--- src/rtl/lsu_ctrl.sv ---
// Load/store control stage in front of the combinational memory port: one request, one access, one response.
// Optional LSU_MISALIGN_TRAP_EN: misaligned requests skip memory and report resp_misalign instead of being force-aligned.
module lsu_ctrl #(
    parameter int XLEN  = 64,
    parameter int TAG_W = 5
) (
    input  logic             clk,
    input  logic             reset,
    input  logic             req_valid,
    output logic             req_ready,
    input  logic             req_we,
    input  logic [1:0]       req_size,
    input  logic             req_unsigned,
    input  logic [XLEN-1:0]  req_addr,
    input  logic [XLEN-1:0]  req_wdata,
    input  logic [TAG_W-1:0] req_tag,
    output logic             resp_valid,
    input  logic             resp_ready,
    output logic [XLEN-1:0]  resp_data,
    output logic [TAG_W-1:0] resp_tag,
    output logic             resp_is_store,
    output logic             resp_misalign,
    output logic [XLEN-1:0]  mem_addr,
    output logic             mem_ce,
    output logic             mem_we,
    output logic [XLEN-1:0]  mem_wdata,
    output logic [7:0]       mem_wmask,
    input  logic [XLEN-1:0]  mem_rdata
);

    typedef enum logic [1:0] {IDLE, ACCESS, RESP} state_t;

    typedef struct packed {
        logic             we;
        logic [1:0]       size;
        logic             uns;
        logic [XLEN-1:0]  addr;
        logic [XLEN-1:0]  wdata;
        logic [TAG_W-1:0] tag;
    } req_t;

    state_t            state_q, state_d;
    req_t              req_q, req_d;
    logic [XLEN-1:0]   data_q, data_d;
    logic              mis_q, mis_d;

    logic [2:0]        lsb_mask;
    logic              misal;
    logic [2:0]        off;
    logic [7:0]        base_mask;
    logic [XLEN-1:0]   raw;
    logic [XLEN-1:0]   load_ext;
    logic              in_access, in_resp;

    // Address bits that must be zero for a naturally aligned access of req_size.
    always_comb begin
        case (req_size)
            2'd0:    lsb_mask = 3'b000;
            2'd1:    lsb_mask = 3'b001;
            2'd2:    lsb_mask = 3'b011;
            default: lsb_mask = 3'b111;
        endcase
    end
    assign misal = |(req_addr[2:0] & lsb_mask);

    assign off       = req_q.addr[2:0];
    assign in_access = (state_q == ACCESS);
    assign in_resp   = (state_q == RESP);

    always_comb begin
        case (req_q.size)
            2'd0:    base_mask = 8'h01;
            2'd1:    base_mask = 8'h03;
            2'd2:    base_mask = 8'h0F;
            default: base_mask = 8'hFF;
        endcase
    end

    assign raw = mem_rdata >> {off, 3'b000};
    always_comb begin
        case (req_q.size)
            2'd0:    load_ext = {{56{raw[7]  & ~req_q.uns}}, raw[7:0]};
            2'd1:    load_ext = {{48{raw[15] & ~req_q.uns}}, raw[15:0]};
            2'd2:    load_ext = {{32{raw[31] & ~req_q.uns}}, raw[31:0]};
            default: load_ext = raw;
        endcase
    end

    always_comb begin
        state_d = state_q;
        req_d   = req_q;
        data_d  = data_q;
        mis_d   = mis_q;
        case (state_q)
            IDLE: begin
                if (req_valid) begin
                    req_d.we    = req_we;
                    req_d.size  = req_size;
                    req_d.uns   = req_unsigned;
                    req_d.wdata = req_wdata;
                    req_d.tag   = req_tag;
                    data_d      = '0;
`ifdef LSU_MISALIGN_TRAP_EN
                    req_d.addr  = req_addr;
                    mis_d       = misal;
                    state_d     = misal ? RESP : ACCESS;
`else
                    req_d.addr  = {req_addr[XLEN-1:3], req_addr[2:0] & ~lsb_mask};
                    mis_d       = 1'b0;
                    state_d     = ACCESS;
`endif
                end
            end
            ACCESS: begin
                data_d  = req_q.we ? '0 : load_ext;
                state_d = RESP;
            end
            RESP: begin
                if (resp_ready) state_d = IDLE;
            end
            default: state_d = IDLE;
        endcase
    end

    always_ff @(posedge clk or posedge reset) begin
        if (reset) begin
            state_q <= IDLE;
            req_q   <= '0;
            data_q  <= '0;
            mis_q   <= 1'b0;
        end else begin
            state_q <= state_d;
            req_q   <= req_d;
            data_q  <= data_d;
            mis_q   <= mis_d;
        end
    end

    // Memory port is fully quiet outside the single ACCESS cycle.
    assign mem_ce    = in_access;
    assign mem_we    = in_access & req_q.we;
    assign mem_addr  = in_access ? {req_q.addr[XLEN-1:3], 3'b000} : '0;
    assign mem_wmask = (in_access & req_q.we) ? (base_mask << off) : 8'h00;
    assign mem_wdata = (in_access & req_q.we) ? (req_q.wdata << {off, 3'b000}) : '0;

    assign req_ready     = (state_q == IDLE) & ~reset;
    assign resp_valid    = in_resp;
    assign resp_data     = in_resp ? data_q : '0;
    assign resp_tag      = in_resp ? req_q.tag : '0;
    assign resp_is_store = in_resp & req_q.we;
`ifdef LSU_MISALIGN_TRAP_EN
    assign resp_misalign = in_resp & mis_q;
`else
    assign resp_misalign = 1'b0;
`endif

endmodule

--- config.mk ---
export PLATFORM = sky130hd
export DESIGN_NAME = lsu_ctrl
export DESIGN_NICKNAME = d
export VERILOG_FILES = /design/src/rtl/lsu_ctrl.sv
export SDC_FILE = /design/constraint.sdc
export NUM_CORES = 1
export LEC_CHECK = 0
export BUFFER_PORTS_ARGS = -buffer_cell sky130_fd_sc_hd__buf_2
export CAP_MARGIN = 20
export CORE_MARGIN = 4
export CORE_UTILIZATION = 52
export DETAILED_ROUTE_END_ITERATION = 8
export GPL_ROUTABILITY_DRIVEN = 1
export HOLD_SLACK_MARGIN = 0.08
export PLACE_DENSITY = 0.8
export SLEW_MARGIN = 20
export SYNTH_ARGS = -nofsm -noshare
export SYNTH_HDL_FRONTEND = slang
export SYNTH_SLANG_ARGS = --single-unit
--- constraint.sdc ---
create_clock -name clk -period 8.2 [get_ports clk]
set_clock_uncertainty 0.05 [all_clocks]
set_input_delay 2.05 -clock clk [delete_from_list [all_inputs] [get_ports clk]]
set_output_delay 2.05 -clock clk [all_outputs]
set_load 0.01 [all_outputs]
# == After elaboration in Yosys (flattened, before gate mapping) ==
# Index checks and enable logic that the tools add are counted.
# totals
ff_bits,203
latchBits,0
ram_bits,0
romBits,0
output_inout_bits,211
word_cells,50
n_memories,0
# op_classes
addsub,0
mul,0
div,0
magnitude_cmp,0
eq_ne,8
shift,3
muxes,14
n_bitwise,10
n_reduce_logical,7
# op_table
op,n
$mux 64,5
$pmux 64 s3,1
$pmux 64 s2,1
$shl 64x6->64,1
$shr 64x6->64,1
$pmux 8 s3,1
$pmux 3 s3,1
$mux 8,1
$shl 8x3->8,1
$and 1x1->1,6
$eq 2x1->1 const B,3
$eq 2x2->1 const B,3
$logic_not 2->1,3
$pmux 2 s3,1
$reduce_and 2->1,3
$mux 5,1
$mux 2,2
$ne 2x2->1 const B,2
$and 3x3->3,1
$not 3->3,1
$not 1->1,2
$reduce_bool 2->1,1

# == Logic depth before layout (Yosys ltp) ==
# depth
word_depth,5
depth_mapped,9
mapped_depth_nobuf,7

# == Worst setup path after synthesis ==
# Ideal clock, no wire load.
# synth_path
path_type,input to output
start,in reset
end,out req_ready
t_arrival_ns,2.309
t_required_ns,6.100
setup_slack_ns,3.791
stages,1
cell_sequence,nor3_1
# synth_between
elab_chain_len,2
# synth_lines
item,line,text
from (decl),8,"input logic reset,"
$not 1->1,146,assign req_ready = (state_q == IDLE) & ~reset;
$and 1x1->1,146,
to (decl),10,"output logic req_ready,"
# Every way passes these cells.

# == Worst setup path in the final report ==
# layout_path
start,"reg req_q, in the netlist off[0]"
end,out mem_wmask[4]
# layout_between
elab_chain_len,2
# layout_lines
item,line,text
from (decl),43,"req_t req_q, req_d;"
from (signal assigned),133,req_q <= req_d;
$shl 8x3->8,143,assign mem_wmask = (in_access & req_q.we) ? (base_mask << off) : 8'h00;
$mux 8,143,
to (decl),27,"output logic [7:0] mem_wmask,"
# Every way passes these cells.

==> results.json <==
{
  "status": "completed",
  "vias": 10900,
  "yosys-top-cells-area": "dfrtp_1, mux2_2, and2_1, mux2i_1, mux4_2",
  "hpwl_um": 30900,
  "initial_core_util_pct": 52.8,
  "clock_latency_ps": 520,
  "cts_tree": "yes",
  "multiInputGateArea_um2": 6830,
  "io_buffers": 411,
  "nNetsFinal": 1766,
  "cts_resized": 0,
  "p_sw_share_pct": 42.4,
  "hold_viol": 0,
  "fill_cells": 1966,
  "rows": 56,
  "cts-root-buf": "clkbuf_16",
  "tightest_slew_ps": 1010,
  "cts_sinks": 203,
  "p_comb_share_pct": 49.6,
  "relSlewSlack_pct": 32.7,
  "grt_setup_unrepaired": "false",
  "start_kind": "register",
  "routed_wl_um": 42100,
  "syn_area_per_cell_um2": 10.2,
  "power_mw": 5.86,
  "grt_max_degree": 146,
  "setup_viol": 0,
  "gr-usage-met2_pct": 52.0,
  "cp.arrival_ps": 3460,
  "grt_pass1_vias": 10900,
  "peakVddDrop_mv": 0.224,
  "r2r_slack_ps": 4300,
  "cts_setup_buffers": 0,
  "gp_congestion": 0.955,
  "grt_first_pass_wirelength_um": 63500,
  "max_freq_ghz": 0.180,
  "hold_class": "register to register",
  "wl_per_cell_um": 22.2,
  "track_usage_pct": 30.9,
  "synth_cell_types": 51,
  "drtAntennaViolNets": 0,
  "r2r_end": "data_q[39]",
  "dieArea_um2": 26400,
  "synth_area_leader_cell": "dfrtp_1",
  "netlist_area_um2": 12400,
  "period_share_pct": 67.8,
  "crit_fanout": 70,
  "post-route-drc-count": 0,
  "yosysSeqAreaShare_pct": 41.0,
  "die_h_um": 162,
  "min_to": "data_q[44]",
  "holdPathStages": 2,
  "stdcell_count": 1901,
  "placedCellCount": 1853,
  "setup_tns_ps": 0,
  "ys_ff_latch": 203,
  "final_common_cell": "buf_2",
  "ios": 416,
  "cp.required_ps": 6100,
  "regArea_um2": 5090,
  "cts_hold_buffers": 0,
  "p_clk_share_pct": 17.2,
  "drive_gt1_share_pct": 43.4,
  "p_leak_nw": 7.25,
  "cts_max_level": 1,
  "p_sw_mw": 2.49,
  "reg2reg_depth": 7,
  "netlist_instances": 1216,
  "drtIter0Drc": 836,
  "crit_type": "register to output pin",
  "cts_buffer_depth": 3,
  "gr-total-overflow": 0,
  "hold_slack_ps": 415,
  "ys_warn_count": 0,
  "cts_buffers": 23,
  "fin_util_pct": 65.2,
  "grt_most_used_layer": "met2",
  "p_int_mw": 3.37,
  "die-width_um": 162,
  "seq_power_share_pct": 33.2,
  "layout_common_cells": "buf_2, dfrtp_1, and2_1, mux2_2, mux2i_1",
  "antenna_found_initial": 14,
  "period_minus_slack_ps": 5560,
  "clkTransAtPathRegs_ps": 60,
  "syn2layout_area_growth_pct": 23.5,
  "p_per_area_nw_per_um2": 383,
  "viasPerCell": 5.75,
  "hp-start": "data_q[44]",
  "drv_slew": 0,
  "dr.pass1.iters": 5,
  "grtUsageMet3_pct": 6.91,
  "maxCapViolCount": 0,
  "r2r_start": "off[0]",
  "grt_use_met1_pct": 39.1,
  "critPathCaptureType": "output pin",
  "synth_top_area_share_pct": 41.0,
  "coreArea_um2": 23500
}
-- flip-flops by register name, summed over array words and instances (netlist names) --
signal,cells
req_q,134
off,3
state_q,2
data_q,64
-- per-layer routing --
metal | vias up | routed length, um
met5 | - | 93
met1 | 5314 | 16500
li1 | 5016 | -
met3 | 94 | 3330
met2 | 500 | 20800
met4 | 16 | 1410
-- critical path: stages, from the launching register on --
cell	delay, ps
dfrtp_4	840
buf_4	740
inv_2	570
nor2_1	220
a21oi_1	60
o32a_1	200
nor2_1	80
buf_2	160
-- per-stage QoR --
stage                     cell area [um2]  setup slack (ps)
after global placement              14500              3190
after global routing                15300              2340
after floorplan                     12400               561
after detailed placement            14500              3180
final                               15300              2640
after CTS                           15200              2610
-- power by group through the flow --
| stage | clock network (mW) | logic, mW | registers, mW |
|---|---|---|---|
| 2_1_floorplan | 0 | 2.24 | 1.70 |
| 3_3_place_gp | 0 | 2.82 | 1.93 |
| 3_5_place_dp | 0 | 2.87 | 1.95 |
| 4_1_cts | 1.02 | 2.89 | 1.94 |
| 5_1_grt | 1.07 | 3.15 | 2.01 |
| 6_report | 1.01 | 2.91 | 1.95 |
-- cells in the mapped netlist (all sizes together) --
| cell type | number |
|---|---|
| a211oi | 23 |
| a21oi | 45 |
| a221o | 1 |
| a22o | 1 |
| a22oi | 17 |
| a2bb2oi | 8 |
| a311oi | 1 |
| a31oi | 3 |
| and2 | 165 |
| and2b | 1 |
| and3 | 1 |
| buf | 42 |
| clkbuf | 68 |
| conb | 1 |
| dfrtp | 203 |
| inv | 8 |
| mux2 | 157 |
| mux2i | 99 |
| mux4 | 20 |
| nand2 | 94 |
| nand2b | 4 |
| nand3 | 4 |
| nand3b | 1 |
| nor2 | 65 |
| nor2b | 9 |
| nor3 | 4 |
| nor3b | 3 |
| nor4 | 1 |
| o211ai | 14 |
| o21ai | 106 |
| o21ba | 1 |
| o21bai | 1 |
| o22ai | 29 |
| o311a | 1 |
| o31ai | 10 |
| o32a | 1 |
| o41ai | 1 |
| or2 | 2 |
| or3 | 1 |
-- cells by family after synthesis --
kind of cell,synth area share (%)
other cells,0.0302
buf+inv,4.25
mux,25.9
compound gates,14.0
flops,41.0
simple gates,14.8
-- cell type report --
class / count / area share (%)
well taps: 319 / 2.61
clock buffers: 33 / 4.27
flip-flops and latches: 203 / 33.2
inverters: 8 / 0.245
multi-input cells: 898 / 44.6
clock inverters: 6 / 0.458
diodes: 7 / 0.114
repair buffers: 427 / 14.4
-- worst max path at each step --
| stage | end | startpoint | slack (ps) | depth (start not counted) |
|---|---|---|---|---|
| floorplan | data_q[0] | reset | 560 | 1 |
| CTS | mem_wmask[4] | off[0] | 2610 | 7 |
| detailed placement | mem_wmask[4] | off[0] | 3180 | 7 |
| global route | mem_wmask[4] | off[0] | 2340 | 7 |
| finish | mem_wmask[4] | off[0] | 2640 | 7 |
| global placement | mem_wmask[4] | off[0] | 3190 | 7 |
Power figures use the tool's default switching activity.
